--- config.mk ---
export PLATFORM = sky130hd
export DESIGN_NAME = mul_add_iter_flat
export DESIGN_NICKNAME = d
export VERILOG_FILES = /design/src/rtl/elau_arith_pkg.sv /design/src/rtl/mul_add_iter_if.sv /design/src/rtl/FullAdder.sv /design/src/rtl/mul_add_iter.sv /design/src/flat_wrapper.sv
export SDC_FILE = /design/constraint.sdc
export NUM_CORES = 1
export LEC_CHECK = 0
export ABC_AREA = 1
export BUFFER_PORTS_ARGS = -buffer_cell sky130_fd_sc_hd__buf_4
export CORE_MARGIN = 1
export CORE_UTILIZATION = 45
export DETAILED_ROUTE_END_ITERATION = 10
export PLACE_DENSITY = 0.66
export SYNTH_ARGS = -nofsm -noshare
export SYNTH_HDL_FRONTEND = slang
export SYNTH_SLANG_ARGS = --single-unit
--- constraint.sdc ---
create_clock -name clk_i -period 24.3 [get_ports clk_i]
set_input_delay 4.86 -clock clk_i [delete_from_list [all_inputs] [get_ports clk_i]]
set_output_delay 4.86 -clock clk_i [all_outputs]
set_load 0.05 [all_outputs]
--- src/rtl/elau_arith_pkg.sv ---
// Shared arithmetic definitions: FSM state encoding and derived widths.
package elau_arith_pkg;

  typedef enum logic [1:0] {
    IDLE = 2'd0,
    CALC = 2'd1,
    DONE = 2'd2
  } state_e;

  // Quotient width that makes Q*Y+R the exact inverse of the floor divider.
  function automatic int width_q(input int width_x, input int width_y);
    return width_x - width_y + 1;
  endfunction

  // Bit-counter width able to index every quotient bit.
  function automatic int cnt_width(input int n);
    return (n > 1) ? $clog2(n) : 1;
  endfunction

endpackage

--- src/rtl/mul_add_iter_if.sv ---
// Operand/result handshake bundle for mul_add_iter.
// Signal suffixes are from the point of view of the computing block.
interface mul_add_iter_if #(
  parameter int widthX = 16,
  parameter int widthY = 8
);
  import elau_arith_pkg::*;

  localparam int widthQ = width_q(widthX, widthY);

  logic              in_valid_i;
  logic              in_ready_o;
  logic [widthQ-1:0] Q_i;
  logic [widthY-1:0] Y_i;
  logic [widthY-1:0] R_i;
  logic              out_valid_o;
  logic              out_ready_i;
  logic [widthX-1:0] X_o;
  logic              ovf_o;

  modport master (
    output in_valid_i, Q_i, Y_i, R_i, out_ready_i,
    input  in_ready_o, out_valid_o, X_o, ovf_o
  );

  modport slave (
    input  in_valid_i, Q_i, Y_i, R_i, out_ready_i,
    output in_ready_o, out_valid_o, X_o, ovf_o
  );

endinterface

--- src/rtl/FullAdder.sv ---
// One-bit full adder cell used to build ripple-carry rows.
module FullAdder (
  input  logic a_i,
  input  logic b_i,
  input  logic c_i,
  output logic s_o,
  output logic c_o
);

  assign s_o = a_i ^ b_i ^ c_i;
  assign c_o = (a_i & b_i) | (c_i & (a_i ^ b_i));

endmodule

--- src/rtl/mul_add_iter.sv ---
// Iterative shift-and-add evaluator of X = Q*Y + R, one quotient bit per cycle.
// Inverse of the floor divider: signed Q and Y, unsigned R, exact result kept
// in widthX+2 bits so overflow of the widthX-bit output can be flagged.
module mul_add_iter
  import elau_arith_pkg::*;
#(
  parameter int widthX = 16,
  parameter int widthY = 8
) (
  input logic           clk_i,
  input logic           rst_ni,
  mul_add_iter_if.slave bus
);

  localparam int widthQ = width_q(widthX, widthY);
  localparam int widthA = widthX + 2;
  localparam int widthC = cnt_width(widthQ);
  localparam logic [widthC-1:0] LastCnt = widthC'(widthQ - 1);

  state_e            state_q, state_d;
  logic [widthA-1:0] acc_q, acc_d;
  logic [widthA-1:0] ysh_q, ysh_d;
  logic [widthQ-1:0] q_q, q_d;
  logic [widthC-1:0] cnt_q, cnt_d;

  logic              accept;
  logic              last_bit;
  logic              add_en;
  logic              sub_en;
  logic [widthA-1:0] add_b;
  logic [widthA-1:0] add_sum;
  logic [widthA:0]   carry;
  logic              unused_cout;
  logic [2:0]        acc_top;
  logic              ovf_exact;

  assign accept   = (state_q == IDLE) && bus.in_valid_i;
  assign last_bit = (cnt_q == LastCnt);

  // The quotient MSB carries negative weight, so its partial product is subtracted.
  assign add_en = q_q[0];
  assign sub_en = add_en & last_bit;
  assign add_b  = add_en ? (sub_en ? ~ysh_q : ysh_q) : '0;

  // Single ripple-carry row shared by every iteration; subtract = invert + carry-in.
  assign carry[0] = sub_en;
  for (genvar i = 0; i < widthA; i++) begin : g_row
    FullAdder u_fa (
      .a_i (acc_q[i]),
      .b_i (add_b[i]),
      .c_i (carry[i]),
      .s_o (add_sum[i]),
      .c_o (carry[i+1])
    );
  end
  // The carry out of a two's-complement row of this width carries no information.
  assign unused_cout = carry[widthA];

  // Exact result fits widthX signed bits only if its top three bits agree.
  assign acc_top   = acc_q[widthA-1:widthX-1];
  assign ovf_exact = !((&acc_top) || !(|acc_top));

  // State register with synchronous reset.
  always_ff @(posedge clk_i) begin
    // NOTE: sequential state uses non-blocking assignments so every register
    // samples pre-edge values regardless of process ordering.
    if (!rst_ni) begin
      state_q <= IDLE;
    end else begin
      state_q <= state_d;
    end
  end

  // Next-state logic: fixed widthQ-cycle CALC, DONE held until consumed.
  always_comb begin
    // NOTE: every combinational output gets a default first so no path
    // through the block leaves it unassigned and a latch is never inferred.
    state_d = state_q;
    unique case (state_q)
      IDLE:    if (accept) state_d = CALC;
      CALC:    if (last_bit) state_d = DONE;
      DONE:    if (bus.out_ready_i) state_d = IDLE;
      default: state_d = IDLE;
    endcase
  end

  // Handshake and result outputs; result lines are forced to zero unless valid.
  always_comb begin
    bus.in_ready_o  = 1'b0;
    bus.out_valid_o = 1'b0;
    bus.X_o         = '0;
    bus.ovf_o       = 1'b0;
    unique case (state_q)
      IDLE: bus.in_ready_o = 1'b1;
      DONE: begin
        bus.out_valid_o = 1'b1;
        bus.X_o         = acc_q[widthX-1:0];
        bus.ovf_o       = ovf_exact;
      end
      default: ;
    endcase
  end

  // Datapath next-state: operand capture in IDLE, one quotient bit per CALC cycle.
  always_comb begin
    acc_d = acc_q;
    ysh_d = ysh_q;
    q_d   = q_q;
    cnt_d = cnt_q;
    unique case (state_q)
      IDLE: begin
        if (accept) begin
          acc_d = {{(widthA - widthY){1'b0}}, bus.R_i};
          ysh_d = {{(widthA - widthY){bus.Y_i[widthY-1]}}, bus.Y_i};
          q_d   = bus.Q_i;
          cnt_d = '0;
        end
      end
      CALC: begin
        acc_d = add_sum;
        ysh_d = ysh_q << 1;
        q_d   = q_q >> 1;
        cnt_d = last_bit ? '0 : cnt_q + widthC'(1);
      end
      default: ;
    endcase
  end

  // Datapath registers with synchronous reset.
  always_ff @(posedge clk_i) begin
    if (!rst_ni) begin
      acc_q <= '0;
      ysh_q <= '0;
      q_q   <= '0;
      cnt_q <= '0;
    end else begin
      acc_q <= acc_d;
      ysh_q <= ysh_d;
      q_q   <= q_d;
      cnt_q <= cnt_d;
    end
  end

endmodule

--- src/flat_wrapper.sv ---
// flat-port wrapper written by rule: the top's interface ports become plain ports
module mul_add_iter_flat import elau_arith_pkg::*;
#(
  parameter int widthX = 16,
  parameter int widthY = 8
)
  (clk_i, rst_ni, bus_in_valid_i, bus_Q_i, bus_Y_i, bus_R_i, bus_out_ready_i, bus_in_ready_o, bus_out_valid_o, bus_X_o, bus_ovf_o);
  mul_add_iter_if #(.widthX(widthX), .widthY(widthY)) bus_i ();
  input logic clk_i;
  input logic rst_ni;
  input wire logic [$bits(bus_i.in_valid_i)-1:0] bus_in_valid_i;
  input wire logic [$bits(bus_i.Q_i)-1:0] bus_Q_i;
  input wire logic [$bits(bus_i.Y_i)-1:0] bus_Y_i;
  input wire logic [$bits(bus_i.R_i)-1:0] bus_R_i;
  input wire logic [$bits(bus_i.out_ready_i)-1:0] bus_out_ready_i;
  output wire logic [$bits(bus_i.in_ready_o)-1:0] bus_in_ready_o;
  output wire logic [$bits(bus_i.out_valid_o)-1:0] bus_out_valid_o;
  output wire logic [$bits(bus_i.X_o)-1:0] bus_X_o;
  output wire logic [$bits(bus_i.ovf_o)-1:0] bus_ovf_o;
  assign bus_i.in_valid_i = bus_in_valid_i;
  assign bus_i.Q_i = bus_Q_i;
  assign bus_i.Y_i = bus_Y_i;
  assign bus_i.R_i = bus_R_i;
  assign bus_i.out_ready_i = bus_out_ready_i;
  assign bus_in_ready_o = bus_i.in_ready_o;
  assign bus_out_valid_o = bus_i.out_valid_o;
  assign bus_X_o = bus_i.X_o;
  assign bus_ovf_o = bus_i.ovf_o;
  mul_add_iter #(.widthX(widthX), .widthY(widthY)) u_core (.clk_i(clk_i), .rst_ni(rst_ni), .bus(bus_i));
endmodule
==> results_dict.tcl, run 1 <==
set metrics [dict create \
    crit_path_frequent_cell "fa_1" \
    hold_path_startpoint "u_core.q_q[8]" \
    synth_common_cells "nand2_1 (68), dfxtp_1 (51), inv_1 (36), a21oi_1 (28), o21ai_0 (25)" \
    layoutNonFillerInstCount 482 \
    number_of_global_route_vias_before_repair 2268 \
    num-nets-final 452 \
    initial_antenna_violation_count 0 \
    critPathMaxStageDelay_ns 0.47 \
    number_of_buffers_inserted_during_clock_tree_synthesis 5 \
    clk_root_buffer_cell "clkbuf_8" \
    synth_cells 373 \
    synth_ff_type "dfxtp_1" \
    mappedNetlistArea_sq_um 2930 \
    die-height_microns 82.7 \
    synth_largest_type_area_fraction 0.348 \
    max-clock-path-buffers 2 \
    ant_nets 0 \
    clkSinkCount 51 \
    multi_input_area_sq_um 1580 \
    timing_worst_slew_pin_value_ns 0.764 \
    yosysWarningCount 0 \
    fmax_ghz 0.112 \
    post_cts_hold_buffer_count 0 \
    power.static_leakage_nw 1.28 \
    finalWorstPathRequiredPeriod_ns 8.92 \
    routedWlPerCell_microns 13.9 \
    synthesis.nets 421 \
    run_status "completed" \
    placed_cells_incl_taps 474 \
    post_route_cells_drive_above_1_share 0.190 \
    synth_enable_flop_cells 0 \
    wire_length_of_the_first_global_routing_pass_microns 10500 \
    power.ir.vdd_worst_v 0.0000360 \
    worstPathBufferInverterCount 7 \
    grt_setup_unrepaired "no" \
    n_fill_cell 623 \
    cts-htree-levels 2 \
    floorplan.initialDensity 0.465 \
    synth_top_cell_by_area "dfxtp_1" \
    clk_pin_slew_ns 0.10 \
    synth_sequential_area_ratio 0.348 \
    cts.repair_timing.setup_buffer_count 0 \
    initialDrtViolationCount 195 \
    final_hold_violation_count 0 \
    worst_path_max_delay_cell "fa_1" \
    timing.hold.ws_ns 0.469 \
    total_power_w 0.000196 \
    startpoint_type "register" \
    critical_path.startpoint "u_core.cnt_q[0]" \
    drv_slew 0 \
    grt_overflow_total 0 \
    detailroute.via_count 2531 \
    endpoint_kind "register" \
    post_cts_resize_count 0 \
    io_pins 48 \
    path_class "reg -> reg" \
    die-width_microns 82.7 \
    p_per_cell_area_nw_per_um2 58.4 \
    setup_violations 0 \
    dominant_delay_contributor_by_cell_family_on_the_critical_path "adder cells" \
    postRouteWirelength_microns 6690 \
    syn_area_per_cell_sq_um 7.86 \
    fin_tns_setup_ns 0 \
    syn_to_final_growth_pct 14.6 \
    worst-endpoint-required_ns 24.49 \
    yosys.cell_count.top_type "nand2_1" \
    design.core.area_sq_um 6310 \
    synth_seq_cells 51 \
    cp_data_arrival_time_ns 9.11 \
    ys_async_sr_fraction 0 \
    skew_final_ns 0.00845 \
    insertion_delay_ns 0.32 \
    timing.max_cap.violations 0 \
    tritoncts "done" \
    slew-limit-headroom 0.490 \
    r2r_start "u_core.cnt_q[0]" \
    dr.pass1.iters 4 \
    port_buffers 47 \
    synth_cell_types 36 \
    maximum_number_of_pins_on_one_net_before_global_route_repair 55 \
    final_min_period_over_clock_period 0.367 \
    design.die.area_sq_um 6840 \
    yosys-top-cells-area "dfxtp_1 (35%), fa_1 (12%), nand2_1 (8.7%)" \
    count_of_antenna_diodes_in_the_layout 0 \
    detail_route.vias_per_cell 5.25 \
    dpl.hpwl_microns 4500 \
    global_route.usage.total 0.204 \
    crit_path_max_fanout 25 \
    gp_congestion 0.802 \
    detail_route.drc_violations 0 \
    layout.area.seq_sq_um 1020 \
    rows 29 \
    worstHoldPathType "reg -> reg" \
]
where the power goes:
group	switching, W	internal (W)	leakage [nW]
clock network	0.0000304	0.0000411	0.0644
registers	0.00000585	0.0000894	0.419
logic	0.0000179	0.0000119	0.796
area by class of cell:
| cell class | count | area share |
|---|---|---|
| timing repair buffer | 47 | 0.105 |
| multi-input combinational | 255 | 0.471 |
| clock buffer | 5 | 0.0205 |
| inverter | 44 | 0.0514 |
| clock inverter | 3 | 0.0201 |
| sequential | 51 | 0.304 |
| tap | 77 | 0.0287 |
sequential cells by signal, indices dropped and copies added (netlist names):
| name | cells |
|---|---|
| u_core.acc_q | 18 |
| u_core.ysh_q | 18 |
| u_core.q_q | 9 |
| u_core.cnt_q | 4 |
| u_core.state_q | 2 |
final timing paths:
path         cells after the start                to  slack [ns]
max                             32  u_core.acc_q[17]       15.38
max reg2reg                     32  u_core.acc_q[17]       15.38
min reg2reg                      2     u_core.q_q[8]        0.47
min                              2     u_core.q_q[8]        0.47
placed cells by master, fill, tap and decap left out, types with 3 or more instances in the layout:
| master | n |
|---|---|
| nand2_1 | 68 |
| dfxtp_1 | 51 |
| buf_4 | 47 |
| inv_1 | 36 |
| a21oi_1 | 28 |
| o21ai_0 | 25 |
| nor2_1 | 24 |
| o22ai_1 | 24 |
| nand3_1 | 18 |
| fa_1 | 17 |
| a31oi_1 | 10 |
| and2_1 | 9 |
| inv_2 | 6 |
| clkbuf_8 | 5 |
| or2_1 | 4 |
| or2_2 | 4 |
| nor3_1 | 3 |
| nor3_2 | 3 |
tightest hold or removal path, stage by stage, from the launching register on:
cell	delay, ns
dfxtp_1	0.32
nand2_1	0.06
a21oi_1	0.05
cells by family after synthesis:
kind of cell / after synthesis / synth area share
AND/OR/NAND/NOR: 141 / 0.228
AO/OA/AOI/OAI: 92 / 0.178
buffers and inverters: 67 / 0.112
flip-flops: 51 / 0.348
adder cells (fa/ha/maj): 19 / 0.125
XOR/XNOR: 3 / 0.00896
per-stage QoR:
stage / setup slack [ns] / util / area (sq um)
2_1_floorplan: 15.98 / - / 2930
3_3_place_gp: 15.54 / 0.511 / 3230
3_5_place_dp: 15.33 / 0.511 / 3230
4_1_cts: 15.32 / 0.533 / 3360
5_1_grt: 14.84 / 0.533 / 3360
6_report: 15.38 / 0.533 / 3360
metal layers:
layer,vias up,part of all wire,GRT usage,wire [microns]
met5,-,0,0,0
met4,0,0.011,0.0500,71
met1,1166,0.48,0.283,3190
met2,75,0.46,0.320,3040
met3,6,0.057,0.0484,383
li1,1284,-,-,-
Power figures use the tool's default switching activity.
==> inputs of run 2 (changes only) <==
==> constraint.sdc (replaced) <==
create_clock -name clk_i -period 8.8 [get_ports clk_i]
set_input_delay 1.76 -clock clk_i [delete_from_list [all_inputs] [get_ports clk_i]]
set_output_delay 1.76 -clock clk_i [all_outputs]
set_load 0.05 [all_outputs]
==> run 2 against run 1 <==
Global-route usage is 0.11 points lower. Maximum frequency is 7.1% higher. First-iteration DRC count is 7.2% lower. Largest cell class unchanged. Highest routed layer unchanged.
==> results_dict.tcl, run 2 (synthesis gave the netlist of run 1 again) <==
set metrics [dict create \
    run_status "completed" \
    crit_path_max_fanout 5 \
    finalWorstPathRequiredPeriod_ns 8.33 \
    placed_cells_incl_taps 477 \
    slew-limit-headroom 0.597 \
    postPlaceCellArea_sq_um 3250 \
    grt_setup_unrepaired "no" \
    ant_nets 0 \
    r2r_setup_slack_ns 0.47 \
    initial_antenna_violation_count 0 \
    clk_root_buffer_cell "clkbuf_8" \
    wire_length_of_the_first_global_routing_pass_microns 10400 \
    insertion_delay_ns 0.31 \
    fmax_ghz 0.120 \
    post_cts_hold_buffer_count 0 \
    critPathMaxStageDelay_ns 0.43 \
    timing_worst_slew_pin_value_ns 0.604 \
    rows 29 \
    layout.core_utilization 0.530 \
    r2r_start "u_core.cnt_q[0]" \
    timing.max_cap.violations 0 \
    cp_data_arrival_time_ns 8.52 \
    worstHoldPathType "reg -> reg" \
    routedWlPerCell_microns 13.6 \
    worstPathBufferInverterCount 7 \
    worst-endpoint-required_ns 8.99 \
    initialDrtViolationCount 181 \
    global_route.usage.total 0.203 \
    crit_path_frequent_cell "fa_1" \
    critical_path.reg2reg.endpoint "u_core.acc_q[17]" \
    postRouteWirelength_microns 6600 \
    final_design_area_no_fill_sq_um 3340 \
    biggestRegsByFlops "u_core.acc_q (18), u_core.ysh_q (18), u_core.q_q (9)" \
    count_of_antenna_diodes_in_the_layout 0 \
    design.die.area_sq_um 6840 \
    clkSinkCount 51 \
    setup_violations 0 \
    dpl.hpwl_microns 4360 \
    fin_tns_setup_ns 0 \
    startpoint_type "register" \
    worst_hold_depth 1 \
    drv_slew 0 \
    power.ir.vdd_worst_v 0.0000814 \
    floorplan.initialDensity 0.465 \
    layout.area.seq_sq_um 1030 \
    max-clock-path-buffers 2 \
    n_fill_cell 611 \
    cts-htree-levels 2 \
    worstHoldEndpoint "u_core.cnt_q[0]" \
    grt_overflow_total 0 \
    dr.pass1.iters 4 \
    worst_path_max_delay_cell "fa_1" \
    num-nets-final 455 \
    final_hold_violation_count 0 \
    io_pins 48 \
    final_min_period_over_clock_period 0.947 \
    layout_commonest_cell "nand2_1" \
    layoutNonFillerInstCount 485 \
    multi_input_area_sq_um 1590 \
    number_of_global_route_vias_before_repair 2137 \
    syn_to_final_growth_pct 14.0 \
    post_route_cells_drive_above_1_share 0.203 \
    port_buffers 47 \
    die-height_microns 82.7 \
    gp_congestion 0.794 \
    hold_path_startpoint "u_core.cnt_q[0]" \
    detail_route.drc_violations 0 \
    die-width_microns 82.7 \
    skew_final_ns 0.0111 \
    p_per_cell_area_nw_per_um2 145 \
    endpoint_kind "register" \
    maximum_number_of_pins_on_one_net_before_global_route_repair 55 \
    path_class "reg -> reg" \
    detail_route.vias_per_cell 5.17 \
    design.core.area_sq_um 6310 \
    number_of_buffers_inserted_during_clock_tree_synthesis 5 \
    detailroute.via_count 2507 \
    power.static_leakage_nw 1.27 \
    total_power_w 0.000484 \
    r2r.worst_path.cells 33 \
    layout_common_cells "nand2_1 (68), buf_4 (50), dfxtp_1 (49), inv_1 (36), a21oi_1 (28)" \
    clk_pin_slew_ns 0.09 \
    dominant_delay_contributor_by_cell_family_on_the_critical_path "adder cells" \
    tritoncts "done" \
]
==> run 2: changes by cell type in the layout (fill, tap and decap cells not counted) <==
cell,before,now
dfxtp_4,0,1
clkinv_2,0,1
buf_4,47,50
dfxtp_2,0,1
fa_2,0,2
clkbuf_1,0,1
bufinv_16,2,0
dfxtp_1,51,49
fa_1,17,15
==> run 2: routing by layer <==
metal / wire length, microns / vias up / GRT usage / part of all wire
met4: 53 / 0 / 0.0569 / 0.0080
met5: 0 / - / 0 / 0
met1: 3230 / 1152 / 0.294 / 0.49
li1: - / 1289 / - / -
met3: 370 / 6 / 0.0374 / 0.056
met2: 2940 / 60 / 0.307 / 0.45
==> run 2: worst max-delay path by stage <==
stage,cells after the start,slack (ns),startpoint,end
2_1_floorplan,34,0.48,u_core.cnt_q[0],u_core.acc_q[17]
3_3_place_gp,33,0.38,u_core.cnt_q[0],u_core.acc_q[17]
3_5_place_dp,33,0.25,u_core.cnt_q[0],u_core.acc_q[17]
4_1_cts,33,0.22,u_core.cnt_q[0],u_core.acc_q[17]
5_1_grt,34,0.03,u_core.cnt_q[0],u_core.acc_q[17]
6_report,33,0.47,u_core.cnt_q[0],u_core.acc_q[17]
==> run 2: repair_timing <==
item	in CTS	in global routing
endpoints found under the setup margin	0	1
hold endpoints to repair	0	0
buffers inserted	0	0
resized for setup	0	5
==> run 2: area by class of cell <==
cell class	count	area share
clock buffer	6	0.0217
clock inverter	2	0.00374
inverter	44	0.0516
multi-input combinational	255	0.475
sequential	51	0.307
tap	77	0.0288
timing repair buffer	50	0.112
==> run 2: through the flow <==
| stage | hold WS [ns] | setup WS [ns] |
|---|---|---|
| 6_report | 0.468 | 0.470 |
| 3_3_place_gp | 0.455 | 0.381 |
| 2_1_floorplan | 0.439 | 0.475 |
| 5_1_grt | 0.485 | 0.0333 |
| 3_5_place_dp | 0.459 | 0.254 |
| 4_1_cts | 0.473 | 0.220 |
==> run 2: where the power goes <==
group          switching (W)  internal [W]
clock network      0.0000821     0.0000558
registers          0.0000137      0.000247
logic              0.0000516     0.0000336
